## config.mk

```make
export PLATFORM = sky130hd
export DESIGN_NAME = biu_ahb_arbiter
export DESIGN_NICKNAME = d
export VERILOG_FILES = /design/src/rtl/biu_pkg.sv /design/src/rtl/biu_arb_watchdog.sv /design/src/rtl/biu_ahb_arbiter.sv
export SDC_FILE = /design/constraint.sdc
export NUM_CORES = 1
export LEC_CHECK = 0
export CORE_ASPECT_RATIO = 0.75
export CORE_MARGIN = 2
export CORE_UTILIZATION = 34
export DETAILED_ROUTE_END_ITERATION = 12
export PLACE_DENSITY = 0.77
export SYNTH_ARGS = -nofsm -noshare
export SYNTH_HDL_FRONTEND = slang
export SYNTH_SLANG_ARGS = --single-unit
```

## constraint.sdc

```tcl
create_clock -name clk -period 1.85 [get_ports clk]
set_clock_uncertainty 0.15 [all_clocks]
set_input_delay 0.37 -clock clk [delete_from_list [all_inputs] [get_ports clk]]
set_output_delay 0.37 -clock clk [all_outputs]
set_load 0.02 [all_outputs]
```

## src/rtl/biu_pkg.sv

```systemverilog
// Shared types and constants for the BIU AHB arbiter: state encoding, size codes,
// default widths and the load/store strobe decode.
package biu_pkg;

    localparam int BIU_ADDR_W = 34;
    localparam int BIU_DATA_W = 32;

    typedef enum logic [1:0] {
        ST_IDLE   = 2'b00,
        ST_GNT_IF = 2'b01,
        ST_GNT_LS = 2'b10,
        ST_RESP   = 2'b11
    } arb_state_e;

    localparam logic [1:0] SZ_B = 2'b00;
    localparam logic [1:0] SZ_H = 2'b01;
    localparam logic [1:0] SZ_W = 2'b10;

    // Strobe vector order: {r32, r16, r8, w32, w16, w8}
    typedef logic [5:0] strobe_t;

    localparam strobe_t IF_STROBE = 6'b100000;

    function automatic strobe_t ls_strobe(input logic we, input logic [1:0] size);
        strobe_t s;
        case (size)
            SZ_B:    s = we ? 6'b000001 : 6'b001000;
            SZ_H:    s = we ? 6'b000010 : 6'b010000;
            default: s = we ? 6'b000100 : 6'b100000;
        endcase
        return s;
    endfunction

endpackage

```

## src/rtl/biu_arb_watchdog.sv

```systemverilog
// Bus-hang watchdog: counts consecutive grant cycles and flags the cycle in which
// the grant reaches TIMEOUT_CYC without completion. TIMEOUT_CYC = 0 disables it.
module biu_arb_watchdog #(
    parameter int TIMEOUT_CYC = 255
) (
    input  logic clk,
    input  logic rst,
    input  logic active,
    output logic expired
);

    generate
        if (TIMEOUT_CYC == 0) begin : g_off
            assign expired = 1'b0;
        end else begin : g_on
            localparam int CNT_W = (TIMEOUT_CYC < 2) ? 1 : $clog2(TIMEOUT_CYC + 1);

            logic [CNT_W-1:0] cnt_r;

            // Grant-cycle counter; any cycle outside a grant clears it
            always_ff @(posedge clk) begin
                if (rst) begin
                    cnt_r <= {CNT_W{1'b0}};
                end else if (active) begin
                    cnt_r <= cnt_r + CNT_W'(1);
                end else begin
                    cnt_r <= {CNT_W{1'b0}};
                end
            end

            // cnt_r holds the number of grant cycles already completed
            assign expired = active && (cnt_r == CNT_W'(TIMEOUT_CYC - 1));
        end
    endgenerate

endmodule

```

## src/rtl/biu_ahb_arbiter.sv

```systemverilog
// Arbitrates the BIU's single AHB master port between fetch (IF) and load/store (LS).
// Define BIU_ARB_RR_EN for round-robin arbitration; default is fixed LS-over-IF priority.
module biu_ahb_arbiter
    import biu_pkg::*;
#(
    parameter int ADDR_W      = BIU_ADDR_W,
    parameter int DATA_W      = BIU_DATA_W,
    parameter int TIMEOUT_CYC = 255
) (
    input  logic              clk,
    input  logic              rst,
    input  logic              if_req,
    input  logic [ADDR_W-1:0] if_addr,
    output logic              if_done,
    output logic              if_fault,
    output logic [DATA_W-1:0] if_rdata,
    input  logic              ls_req,
    input  logic              ls_we,
    input  logic [1:0]        ls_size,
    input  logic [ADDR_W-1:0] ls_addr,
    input  logic [DATA_W-1:0] ls_wdata,
    output logic              ls_done,
    output logic              ls_fault,
    output logic [DATA_W-1:0] ls_rdata,
    output logic              m_r32,
    output logic              m_r16,
    output logic              m_r8,
    output logic              m_w32,
    output logic              m_w16,
    output logic              m_w8,
    output logic [ADDR_W-1:0] m_addr,
    output logic [DATA_W-1:0] m_wdata,
    input  logic              m_rdy,
    input  logic              m_fault,
    input  logic [DATA_W-1:0] m_rdata,
    output logic              busy
);

    arb_state_e        state_r;
    logic [ADDR_W-1:0] addr_r;
    logic [DATA_W-1:0] wdata_r;
    logic [DATA_W-1:0] rdata_r;
    strobe_t           strb_r;
    logic              if_done_r;
    logic              if_fault_r;
    logic              ls_done_r;
    logic              ls_fault_r;
    logic              busy_r;
`ifdef BIU_ARB_RR_EN
    logic              last_ls_r;
`endif

    logic              pick_ls_s;
    logic              grant_s;
    logic              expired_s;
    logic              xfer_end_s;
    logic              xfer_fault_s;
    logic [DATA_W-1:0] xfer_rdata_s;

    biu_arb_watchdog #(
        .TIMEOUT_CYC (TIMEOUT_CYC)
    ) u_watchdog (
        .clk     (clk),
        .rst     (rst),
        .active  (grant_s),
        .expired (expired_s)
    );

    // Arbitration winner evaluated in the IDLE cycle
    always_comb begin
        pick_ls_s = 1'b0;
`ifdef BIU_ARB_RR_EN
        if (ls_req && if_req) begin
            pick_ls_s = !last_ls_r;
        end else begin
            pick_ls_s = ls_req;
        end
`else
        pick_ls_s = ls_req;
`endif
    end

    // Grant decode and transfer-completion qualification; m_fault dominates m_rdy
    always_comb begin
        grant_s      = (state_r == ST_GNT_IF) || (state_r == ST_GNT_LS);
        xfer_end_s   = m_rdy || m_fault || expired_s;
        xfer_fault_s = m_fault || !m_rdy;
        xfer_rdata_s = (m_rdy || m_fault) ? m_rdata : {DATA_W{1'b0}};
    end

    // Arbiter FSM with registered strobes, address, data and responses
    always_ff @(posedge clk) begin
        if (rst) begin
            state_r    <= ST_IDLE;
            addr_r     <= {ADDR_W{1'b0}};
            wdata_r    <= {DATA_W{1'b0}};
            rdata_r    <= {DATA_W{1'b0}};
            strb_r     <= 6'b000000;
            if_done_r  <= 1'b0;
            if_fault_r <= 1'b0;
            ls_done_r  <= 1'b0;
            ls_fault_r <= 1'b0;
            busy_r     <= 1'b0;
`ifdef BIU_ARB_RR_EN
            last_ls_r  <= 1'b0;
`endif
        end else begin
            if_done_r  <= 1'b0;
            if_fault_r <= 1'b0;
            ls_done_r  <= 1'b0;
            ls_fault_r <= 1'b0;
            case (state_r)
                ST_IDLE: begin
                    if (ls_req || if_req) begin
                        busy_r <= 1'b1;
`ifdef BIU_ARB_RR_EN
                        last_ls_r <= pick_ls_s;
`endif
                        if (pick_ls_s) begin
                            addr_r  <= ls_addr;
                            wdata_r <= ls_wdata;
                            strb_r  <= ls_strobe(ls_we, ls_size);
                            state_r <= ST_GNT_LS;
                        end else begin
                            addr_r  <= if_addr;
                            wdata_r <= {DATA_W{1'b0}};
                            strb_r  <= IF_STROBE;
                            state_r <= ST_GNT_IF;
                        end
                    end else begin
                        state_r <= ST_IDLE;
                    end
                end
                ST_GNT_IF, ST_GNT_LS: begin
                    // Strobes stay up through the completing cycle and drop right after
                    if (xfer_end_s) begin
                        state_r    <= ST_RESP;
                        strb_r     <= 6'b000000;
                        busy_r     <= 1'b0;
                        rdata_r    <= xfer_rdata_s;
                        if_done_r  <= (state_r == ST_GNT_IF);
                        if_fault_r <= (state_r == ST_GNT_IF) && xfer_fault_s;
                        ls_done_r  <= (state_r == ST_GNT_LS);
                        ls_fault_r <= (state_r == ST_GNT_LS) && xfer_fault_s;
                    end else begin
                        state_r <= state_r;
                    end
                end
                ST_RESP: begin
                    state_r <= ST_IDLE;
                end
                default: begin
                    state_r <= ST_IDLE;
                    strb_r  <= 6'b000000;
                    busy_r  <= 1'b0;
                end
            endcase
        end
    end

    assign {m_r32, m_r16, m_r8, m_w32, m_w16, m_w8} = strb_r;
    assign m_addr   = addr_r;
    assign m_wdata  = wdata_r;
    assign busy     = busy_r;
    assign if_done  = if_done_r;
    assign if_fault = if_fault_r;
    assign if_rdata = rdata_r;
    assign ls_done  = ls_done_r;
    assign ls_fault = ls_fault_r;
    assign ls_rdata = rdata_r;

endmodule
```

After elaboration in Yosys (flattened, before gate mapping)
Index checks and enable logic that the tools add are counted.

Memory bits (read-only): 0. Bits in writable memories: 0. Word-level logic and storage cells: 58. Latch bits: 0. Memories: 0. Register bits after elaboration: 119. Input bits: 141. Output and inout bits: 141.

Mux-type cells: 18. Reduce and logical (&&, ||, !) cells: 18. Shifts and indexed selects: 0. Magnitude comparators: 0. Bitwise operators: 3. Multipliers: 0. Equal/unequal tests: 7. Divide/modulo/power cells: 0. Add/subtract/negate cells: 1.

Operator list (number): 2-to-1 mux 32 bit (2); 2-to-1 mux 34 bit (1); 2-to-1 mux 6 bit (4); case mux 6 bit (2 select lines) (2); adder 8 x 1 -> 8 bit, second input constant (1); == test 8 bit, second input constant (1); 2-to-1 mux 2 bit (3); case mux 2 bit (3 select lines) (1); logical OR 1 bit (5); 2-to-1 mux 5 bit (1); == test 2 x 1 -> 1 bit, second input constant (2); == test 2 bit, second input constant (2); zero test 2 bit (2); 2-to-1 mux 4 bit (1); != test 2 bit, second input constant (2); AND reduction 2 bit (2); OR reduction 2 bit (2); logical AND 1 bit (3); inverter 1 bit (3); AND reduction 3 bit (1); OR reduction 3 bit (1); 2-to-1 mux 1 bit (2); case mux 1 bit (2 select lines) (1); nonzero test 2 bit (1); zero test 1 bit (1).

Longest topological paths before layout
Depth in word-level cells: 6. Gate-level depth with buffers: 7. Gate-level depth less buffers: 6.

Cells and area by module
Synthesis repeated with hierarchy kept, for this count alone.

Cells, all modules: 498. Area total of the unflattened synthesis: 4775.8 um2.

By module, submodules not included: biu_ahb_arbiter (cells each 460, times used 1, area each 4444.3 um2, sequential area each 2222.1 um2); biu_arb_watchdog (cells each 38, times used 1, area each 331.6 um2, sequential area each 160.2 um2).

Least setup slack after synthesis
OpenSTA, ideal clock, no wires.

Path type: flip-flop to flip-flop. Start: register state_r[0]. End: register strb_r[3]. Required time: 1.641 ns. Path buffers: 1. Clock period less this slack: 1.787 ns. Data arrival time: 1.578 ns. Path slack: 0.063 ns. Stages on the path, launching flop included: 8. Library setup time: 0.059 ns. Path through: dfxtp_1 > inv_1 > ha_1 > buf_6 > or3b_1 > nor4_1 > and3_1 > a31o_1.

Cells in the longest elaborated chain, start to end: 6. Elaborated cells between the ends (all ways): 12. Classes of those cells: eq/ne (4); mux (1); reduce/logical (7).

RTL lines: from (decl) (RTL line biu_ahb_arbiter.sv:39) `arb_state_e state_r;`; from (signal assigned) (RTL line biu_ahb_arbiter.sv:146) `state_r <= state_r;`; == test 2 x 1 -> 1 bit / == test 2 bit (equally long branches) (RTL line biu_ahb_arbiter.sv:85, biu_ahb_arbiter.sv:112); logical OR 1 bit (RTL line biu_ahb_arbiter.sv:85) `grant_s = (state_r == ST_GNT_IF) || (state_r == ST_GNT_LS);`; logical AND 1 bit (RTL line biu_arb_watchdog.sv:32) `assign expired = active && (cnt_r == CNT_W'(TIMEOUT_CYC - 1));`; logical OR 1 bit (RTL line biu_ahb_arbiter.sv:86) `xfer_end_s = m_rdy || m_fault || expired_s;`; != test 2 bit (no source line); AND reduction 3 bit (no source line); to (signal assigned) (RTL line biu_ahb_arbiter.sv:122) `strb_r <= ls_strobe(ls_we, ls_size);`; to (decl) (RTL line biu_ahb_arbiter.sv:43) `strobe_t strb_r;`.

Several ways; a longest one is shown, not always the timed one. A chain may end at the register's enable or synchronous reset.

Worst setup path in the final report
Start: register state_r[0]. End: register strb_r[4].

Same word-level chain as after synthesis.

==> reports/results.txt <==
The power consumption is 10.0 mW, and the final weighted congestion in routability-driven placement is 0.832. The synthesized design contains 0 enable-type register cells. The dominant cell type by area after synthesis is sky130_fd_sc_hd__dfxtp_1. The detailed router put a total of 5420 um of wire on met1. The x dimension of the die came out at 141 um. The worst setup path category is register to register. The final route contains 4,365 vias. In the layout the commonest cells are sky130_fd_sc_hd__clkdlybuf4s50_1, sky130_fd_sc_hd__dlygate4sd2_1, sky130_fd_sc_hd__dfxtp_1. The synthesized netlist occupies a cell area of 0.00476 sq mm. The number of distinct library cell variants in the gate-level netlist after synthesis is 43, and the routed via count divided by cell count is 4.83. After global routing the overflow that remains totals 0.

The number of iterations in the first detailed-routing pass came out at 7. The number of global-route vias before repair was 4,296. Traced cell by cell, the critical path runs through inv_1, ha_4, or3b_1, nor3_1, and3_1, a31o_1. Cell count of the worst reg-to-reg path: 6. Setup repair after global routing left no endpoint under its margin.

In this run the tightest slew margin relative to its limit is 65.7%. CTS root buffer: sky130_fd_sc_hd__clkbuf_16. The top metal layer carrying routed signals was met5. The worst setup path is captured at a register. Along the worst hold path, the cell count comes to 3. In this run, the number of DRC markers left after iteration 0 of detailed routing was 118. The fraction of registers with async set/reset is 0%. In this run the count of I/O pins placed on the die edge is 282. The startpoint identified for the worst register-to-register timing path is state_r[0]$_SDFFE_PP0P_.

The total length of routed met2 wires was 7400 um. The wire length per cell after detailed routing is 15.7 um, and the number of buffers created by CTS is 17. The share of cells above drive strength 1 came out at 8.79%.

The flow ran to the end, and the final reports show no timing, DRC or antenna violations. Power spread over the standard cell area amounts to 1250 mW/mm^2. Total inserted antenna cells: 0. The global routing usage summed across all routing layers is 18.6%.

The sequential-to-total area share from yosys stat was 50.1%; the post-cts hold buffer count was 0. In this design, the largest share of critical-path delay is due to simple AND/OR/NAND/NOR gates. The total area inside the core boundary comes to 0.0137 sq mm.

The placed cell count is 870. Entering global routing, the biggest net connects 46 pins. After synthesis, the largest area contributor takes up 50.1% of total cell area.

IR analysis of the VDD net gives a maximum drop of 632 uV. The logs give 58.5% for the final design utilization and 400 ps for the worst-skew pair later-pin latency. The flip-flop and latch count after synthesis is 119. The startpoint of the tightest hold check path was ls_req. The number of rows in the core area was 37. The capture endpoint of the worst hold path is state_r[1]$_SDFFE_PP0P_. The logs give 175 ps for the post-route worst hold slack and 34.7% for the initial cell density of the core. The routed design has 14,200 um of wire. Across the run, the number of max-cap violations was 0. For the worst endpoint required time, the log shows 2040 ps. The static leakage is 3.80 nW, and the number of buffers and inverters on the critical path is 1.

The tools report the total number of clock tree sinks as 119. Number of port buffers: 281. Counting every net in the synthesized netlist gives 610.

For the total number of H-tree levels, the log shows 4. The number of nets with antenna violations after routing was 0; the number of hold violations in the final report was 0. The area growth from synthesis to final layout was 68.6%; the number of design rule violations left after detail routing was 0. The first global-routing pass estimated 22,000 um of wire. On the worst path, the slowest cell contributes a delay of 410 ps. TritonCTS built the clock tree. For the maximum operating frequency, the log shows 571 MHz.

The slowest stage of the critical path is the sky130_fd_sc_hd__or3b_1 cell. The number of slew-limit violations in the final report is 0, and the number of buffers on the longest clock path is 2. Synthesis produced 464 cells. Ranked by total cell area, the synthesized netlist is headed by sky130_fd_sc_hd__dfxtp_1, sky130_fd_sc_hd__mux2i_1, sky130_fd_sc_hd__nor2_1, sky130_fd_sc_hd__a22o_1, sky130_fd_sc_hd__buf_4. For the worst setup path, the data arrival time is 1940 ps. After the flow finishes, the layout carries non-filler instances totaling 903. Setup violations remaining at the end of the flow were counted as 0. The register-to-register path setup slack is 100 ps, and the area of the die is 0.0150 sq mm. For the pin with the worst max-slew slack, the measured transition is 501 ps. In the detailed route, the total length drawn on met3 is 1230 um. After layout, the worst path uses 94.6% of the clock period. The worst setup path is launched from a register. The height of the die is 106 um.

In the synthesized netlist the dominant register cell turns out to be sky130_fd_sc_hd__dfxtp_1. The worst path in the final design needs a cycle of 1750 ps, including I/O delays and setup. The tools report the number of antenna violations at the first check in global routing as 1.

The run gives 0 as the count of warnings emitted by yosys. Clock-pin slew was measured on the worst setup and hold paths at 60 ps. In this run the worst hold path is classified as input port to register. The final layout net count came out at 861. The reg-to-reg critical path endpoint was strb_r[4]$_SDFFE_PP0P_. The average instance in the mapped netlist occupies 10.3 sq um.

The wire-length estimate of the detail-placed layout is 10,900 um. In this run the worst path has a maximum fanout of 6.
-- stage by stage --
step,setup TNS [ps],cell area (sq um),setup slack [ps]
after floorplan,0,4760,63.2
after global placement,-329,7510,-20.0
after detailed placement,-2460,7510,-73.4
after CTS,0,7990,0.0365
after global routing,0,8020,18.3
final,0,8020,99.5
-- worst max-delay path by stage --
| stage | startpoint | to | slack [ps] | cells past startpoint |
|---|---|---|---|---|
| after floorplan | state_r[0]$_SDFFE_PP0P_ | strb_r[3]$_SDFFE_PP0P_ | 60 | 7 |
| after global placement | if_req | m_wdata[29]$_SDFFE_PP0P_ | -20 | 5 |
| after detailed placement | if_req | m_wdata[30]$_SDFFE_PP0P_ | -70 | 5 |
| after CTS | ls_fault$_SDFF_PP0_ | ls_fault | 0.04 | 1 |
| after global routing | state_r[0]$_SDFFE_PP0P_ | strb_r[3]$_SDFFE_PP0P_ | 20 | 6 |
| final | state_r[0]$_SDFFE_PP0P_ | strb_r[4]$_SDFFE_PP0P_ | 100 | 6 |
-- Yosys cell counts, drive strengths merged, types with 5 or more instances --
| cell | number |
|---|---|
| a22o | 32 |
| mux2i | 34 |
| nand2 | 6 |
| nor2 | 77 |
| inv | 5 |
| a22oi | 32 |
| clkbuf | 9 |
| a31o | 7 |
| a211oi | 34 |
| dfxtp | 119 |
| and3 | 7 |
| ha | 5 |
| buf | 57 |
-- per-layer routing --
metal,vias to the layer above,track usage [%]
met5,-,0
met4,2,4.64
met3,13,7.70
met2,192,34.8
met1,2011,19.4
li1,2147,-
-- cells by family after synthesis --
family / Yosys count / share of synthesized area [%]
AOI/OAI and AO/OA: 116 / 19.7
xor gates and xnor gates: 5 / 0.921
adders and majority gates: 5 / 1.32
buffers and inverters: 71 / 9.68
DFF: 119 / 50.1
muxes: 34 / 7.15
and+or+nand+nor: 114 / 11.1
-- flip-flops by register name (all words and copies together) (netlist names) --
name and flops:
m_addr 34, if_rdata 32, m_wdata 32, u_watchdog.g_on.cnt_r 8, strb_r 6, state_r 2, busy 1, if_done 1
if_fault 1, ls_done 1, ls_fault 1
-- worst min-delay path: stages --
cell and delay [ps]:
sky130_fd_sc_hd__buf_2 160, sky130_fd_sc_hd__nand2_1 90, sky130_fd_sc_hd__a31oi_1 60
-- timing repair --
item	CTS	global route
buffers inserted	0	1
pin swaps	0	2
gates resized for setup	139	5
cloned	0	0
setup endpoints to repair	139	6
-- area by class of cell --
cell class / count / area [sq um]
Inverter: 5 / 18.8
Fill cell: 1221 / 5680
Tap cell: 175 / 219
Timing Repair Buffer: 298 / 2830
Multi-Input combinational cell: 274 / 1930
Sequential cell: 119 / 2380
Clock inverter: 13 / 195
Clock buffer: 19 / 443
-- report_power, final --
part           switching [mW]  leakage, nW  total, mW  internal, mW
registers               0.274        0.978       3.30          3.03
logic                    1.83         2.52       3.24          1.41
clock network            1.20        0.300       3.51          2.31
(Power assumes the default switching activity.)
==> RTL change 1: new RTL, config.mk and constraints unchanged <==
Build with the macro `BIU_ARB_RR_EN` defined.
--- a/src/rtl/biu_ahb_arbiter.sv
+++ b/src/rtl/biu_ahb_arbiter.sv
@@ -1,5 +1,7 @@
 // Arbitrates the BIU's single AHB master port between fetch (IF) and load/store (LS).
 // Define BIU_ARB_RR_EN for round-robin arbitration; default is fixed LS-over-IF priority.
+`define BIU_ARB_RR_EN
+
 module biu_ahb_arbiter
     import biu_pkg::*;
 #(
Check against the original RTL: not equivalent (a bounded check fails within 10 cycles, from zero or initial values and one cycle with rst high).
==> RTL change 1 against the original RTL <==
- combinational power increased by 69%
- routed wire length increased by 7.6%
- sequential cell count rose by 1
- area after synthesis down 2.2%
- critical endpoint is now if_rdata[29]
- count of clock-buffer cells in the layout unchanged
- power grew 28%
- worst setup slack got worse by 0.0091 ns
- cell area fell by 1.1%
==> RTL change 1: results (changes against the original RTL) <==
status:
  outcome: "complete, no violations"
global_route:
  grt_antenna_before_repair: 0  # -1
  grt_pass1_vias: 4478  # +4.2%
  grt_pass1_wl_um: 24000  # +8.8%
  grt_max_degree: 73  # +59%
  track_usage_pct: 20.4  # +1.8 points
synth:
  synth_area_leaders: "dfxtp_1, a22oi_1, buf_4, a22o_1, a21oi_1"
  synth_mux_area_share_pct: 0.860  # -6.3 points
  synth_fa_ha_area_share_pct: 1.34  # +0.029 points
  syn_nets: 618  # +1.3%
  synth_xor_area_share_pct: 0.941  # +0.020 points
route:
  finalWirelength_um: 15300  # +7.6%
  drtIter0Drc: 195  # +65%
  num_vias: 4564  # +4.6%
  drt_pre_antenna_iters: 5  # -2
worst_hold_path:
  whs_path_depth: 2  # -1
  hp-start: "strb_r[4]"
  min_to: "strb_r[4]"
  hp-class: "flop to flop"
critical_path:
  worst_path_largest_cell_delay_ns: 0.39  # -0.02 ns
  reg2reg_to: "if_rdata[29]"
  worstPathMaxFanout: 16  # +10
  r2r_cells: 5  # -1
layout:
  nets: 871  # +1.2%
  drive_above_1_share_pct: 9.35  # +0.56 points
  fill_cells: 1136  # -7.0%
placed_design:
  placed_cells: 876  # +0.69%
  dp_slack_ns: -0.185  # -0.112 ns
  gp_congestion: 0.816  # -1.9%
  dpl_cell_area_um2: 7450  # -0.85%
  place_hpwl_um: 10900  # +0.61%
power:
  ir_drop_v: 0.000959  # +52%
  power.switching_mw: 4.89  # +48%
sta:
  whs_ns: 0.313  # +0.137 ns
-- RTL change 1: changes by cell type after synthesis, moves of 12 or more --
| cell | delta |
|---|---|
| a21oi_1 | +38 |
| mux2i_1 | -30 |
| buf_2 | -12 |
| nor2_1 | -31 |
| a211oi_1 | -34 |
| a22oi_1 | +34 |
| nand2_1 | +38 |
-- RTL change 1: layer usage --
metal / up-vias / global-route usage, % / wire length, um
li1: 2159 / - / -
met1: 2169 / 24.7 / 6240
met2: 209 / 34.1 / 7530
met3: 27 / 6.45 / 1150
met4: 0 / 7.72 / 355
met5: - / 0 / 0
-- RTL change 1: layout make-up --
cell class	instances	area, um^2	area share, %
clock buffer	19	453	5.71
clock inverter	13	194	2.45
inverter	8	30.0	0.379
multi-input combinational	280	1790	22.6
sequential	120	2400	30.3
tap	171	214	2.70
timing repair buffer	298	2850	35.9
-- RTL change 1: timing repair --
| item | in CTS | in global routing |
|---|---|---|
| cloned | 1 | 0 |
| gates resized for setup | 142 | 2 |
| buffers inserted | 0 | 0 |
| endpoints found under the setup margin | 173 | 7 |
| pin swaps | 1 | 0 |
-- RTL change 1: power groups by stage --
| stage | sequential (mW) | combinational (mW) | clock [mW] |
|---|---|---|---|
| after floorplan | 4.56 | 2.88 | 0 |
| after global placement | 3.80 | 5.99 | 0 |
| after detailed placement | 3.83 | 6.08 | 0 |
| after CTS | 3.76 | 5.51 | 3.65 |
| after global routing | 3.85 | 5.86 | 3.77 |
| final | 3.76 | 5.48 | 3.58 |
-- RTL change 1: worst min-delay path, stage by stage, from the launching register on --
cell     delay, ns
dfxtp_1       0.31
nand2_1       0.05
mux2i_1       0.05
==> RTL change 2: new RTL, same settings <==
Made on the original files. Put one more register stage on the output `if_fault`, without a reset. The value now appears one clock later. The other outputs are not delayed to match.
--- a/src/rtl/biu_ahb_arbiter.sv
+++ b/src/rtl/biu_ahb_arbiter.sv
@@ -163,7 +163,9 @@
     assign m_wdata  = wdata_r;
     assign busy     = busy_r;
     assign if_done  = if_done_r;
-    assign if_fault = if_fault_r;
+    always_ff @(posedge clk) begin
+        if_fault <= if_fault_r;
+    end
     assign if_rdata = rdata_r;
     assign ls_done  = ls_done_r;
     assign ls_fault = ls_fault_r;
Formal check against the unedited RTL: not equivalent (a bounded check fails within 4 cycles, from zero or initial values and one cycle with rst high).
==> RTL change 2 against the original RTL <==
- worst hold slack improved by 0.0039 ns
- worst setup slack improved by 0.039 ns
- area after synthesis increased by 0.42%
- sequential cell count increased by 1
- routed wire length increased by 3.1%
- cell area decreased by 0.23%
- sequential share of layout area increased by 0.30 points
- global-route usage increased by 0.59 points
- maximum frequency increased by 2.3%
- power decreased by 0.41%
- critical path type unchanged
- largest cell class unchanged
==> RTL change 2: results (changes against the original RTL) <==
placed_design:
  placed_cells: 872  # +0.23%
  place_hpwl_um: 11100  # +2.4%
  dpl_cell_area_um2: 7540  # +0.37%
synth:
  postSynthAreaPerCell_um2: 10.3  # +0.20%
  syn_nets: 611  # +0.16%
  yosys-top-cells-count: "dfxtp_1, nor2_1, buf_4"
  seq_area_frac_synth_pct: 50.3  # +0.21 points
  synth_area_leaders: "dfxtp_1, mux2i_1, nor2_1, a22o_1, buf_4"
global_route:
  use_met3_pct: 7.06  # -0.65 points
  track_usage_pct: 19.2  # +0.59 points
  grt_antenna_before_repair: 0  # -1
  grt_util_met1_pct: 19.6  # +0.19 points
  grtUsageMet2_pct: 36.3  # +1.5 points
  grt_pass1_vias: 4472  # +4.1%
critical_path:
  r2r_slack_ns: 0.14  # +0.04 ns
  arrival_ns: 1.91  # -0.03 ns
layout:
  fill_cells: 1228  # +0.57%
  drive_above_1_share_pct: 8.78  # -0.012 points
  utilization_pct: 58.4  # -0.14 points
  regArea_um2: 2400  # +0.79%
  multi_input_area_share_pct: 24.1  # +0.056 points
  clk_share_pct: 7.76  # -0.20 points
route:
  wl_met1_um: 5630  # +3.9%
  drt_pre_antenna_iters: 5  # -2
  drt-vias-per-instance: 4.87  # +0.78%
  drtIter0Drc: 202  # +71%
  met3WireLength_um: 1170  # -4.9%
clock_network:
  cts_sinks: 120  # +0.84%
sta:
  max_freq_ghz: 0.584  # +2.3%
  max-slew-margin-rel_pct: 76.4  # +11 points
power:
  p_leak_nw: 3.77  # -0.69%
worst_hold_path:
  min_to: "if_fault"
  hp-start: "if_fault_r"
  whs_path_depth: 0  # -3
status:
  outcome: "complete, no violations"
RTL change 2: cell count changes in the layout (fill, tap and decap cells not counted), moves of 2 or more:
cell,change
dlygate4sd2_1,+2
dfxtp_1,+2
dlymetal6s2s_1,-2
clkinv_2,+2
RTL change 2: cell families (layout without fill, tap and decap cells):
family / after synthesis / count (layout) / synth area share (%)
DFF: 120 / 120 / 50.3
AOI/OAI and AO/OA: 116 / 116 / 19.6
and+or+nand+nor: 114 / 114 / 11.1
buffers and inverters: 71 / 335 / 9.64
muxes: 34 / 34 / 7.12
adders and majority gates: 5 / 5 / 1.31
xor gates and xnor gates: 5 / 5 / 0.917
RTL change 2: power breakdown:
part           switching [mW]  internal (mW)
clock network            1.23           2.20
logic                    1.85           1.40
registers               0.271           3.05
RTL change 2: repair_timing:
action                                  4_1_cts  5_1_grt
hold buffers                                  0        0
endpoints found under the setup margin      140       44
gates resized for setup                     140        4
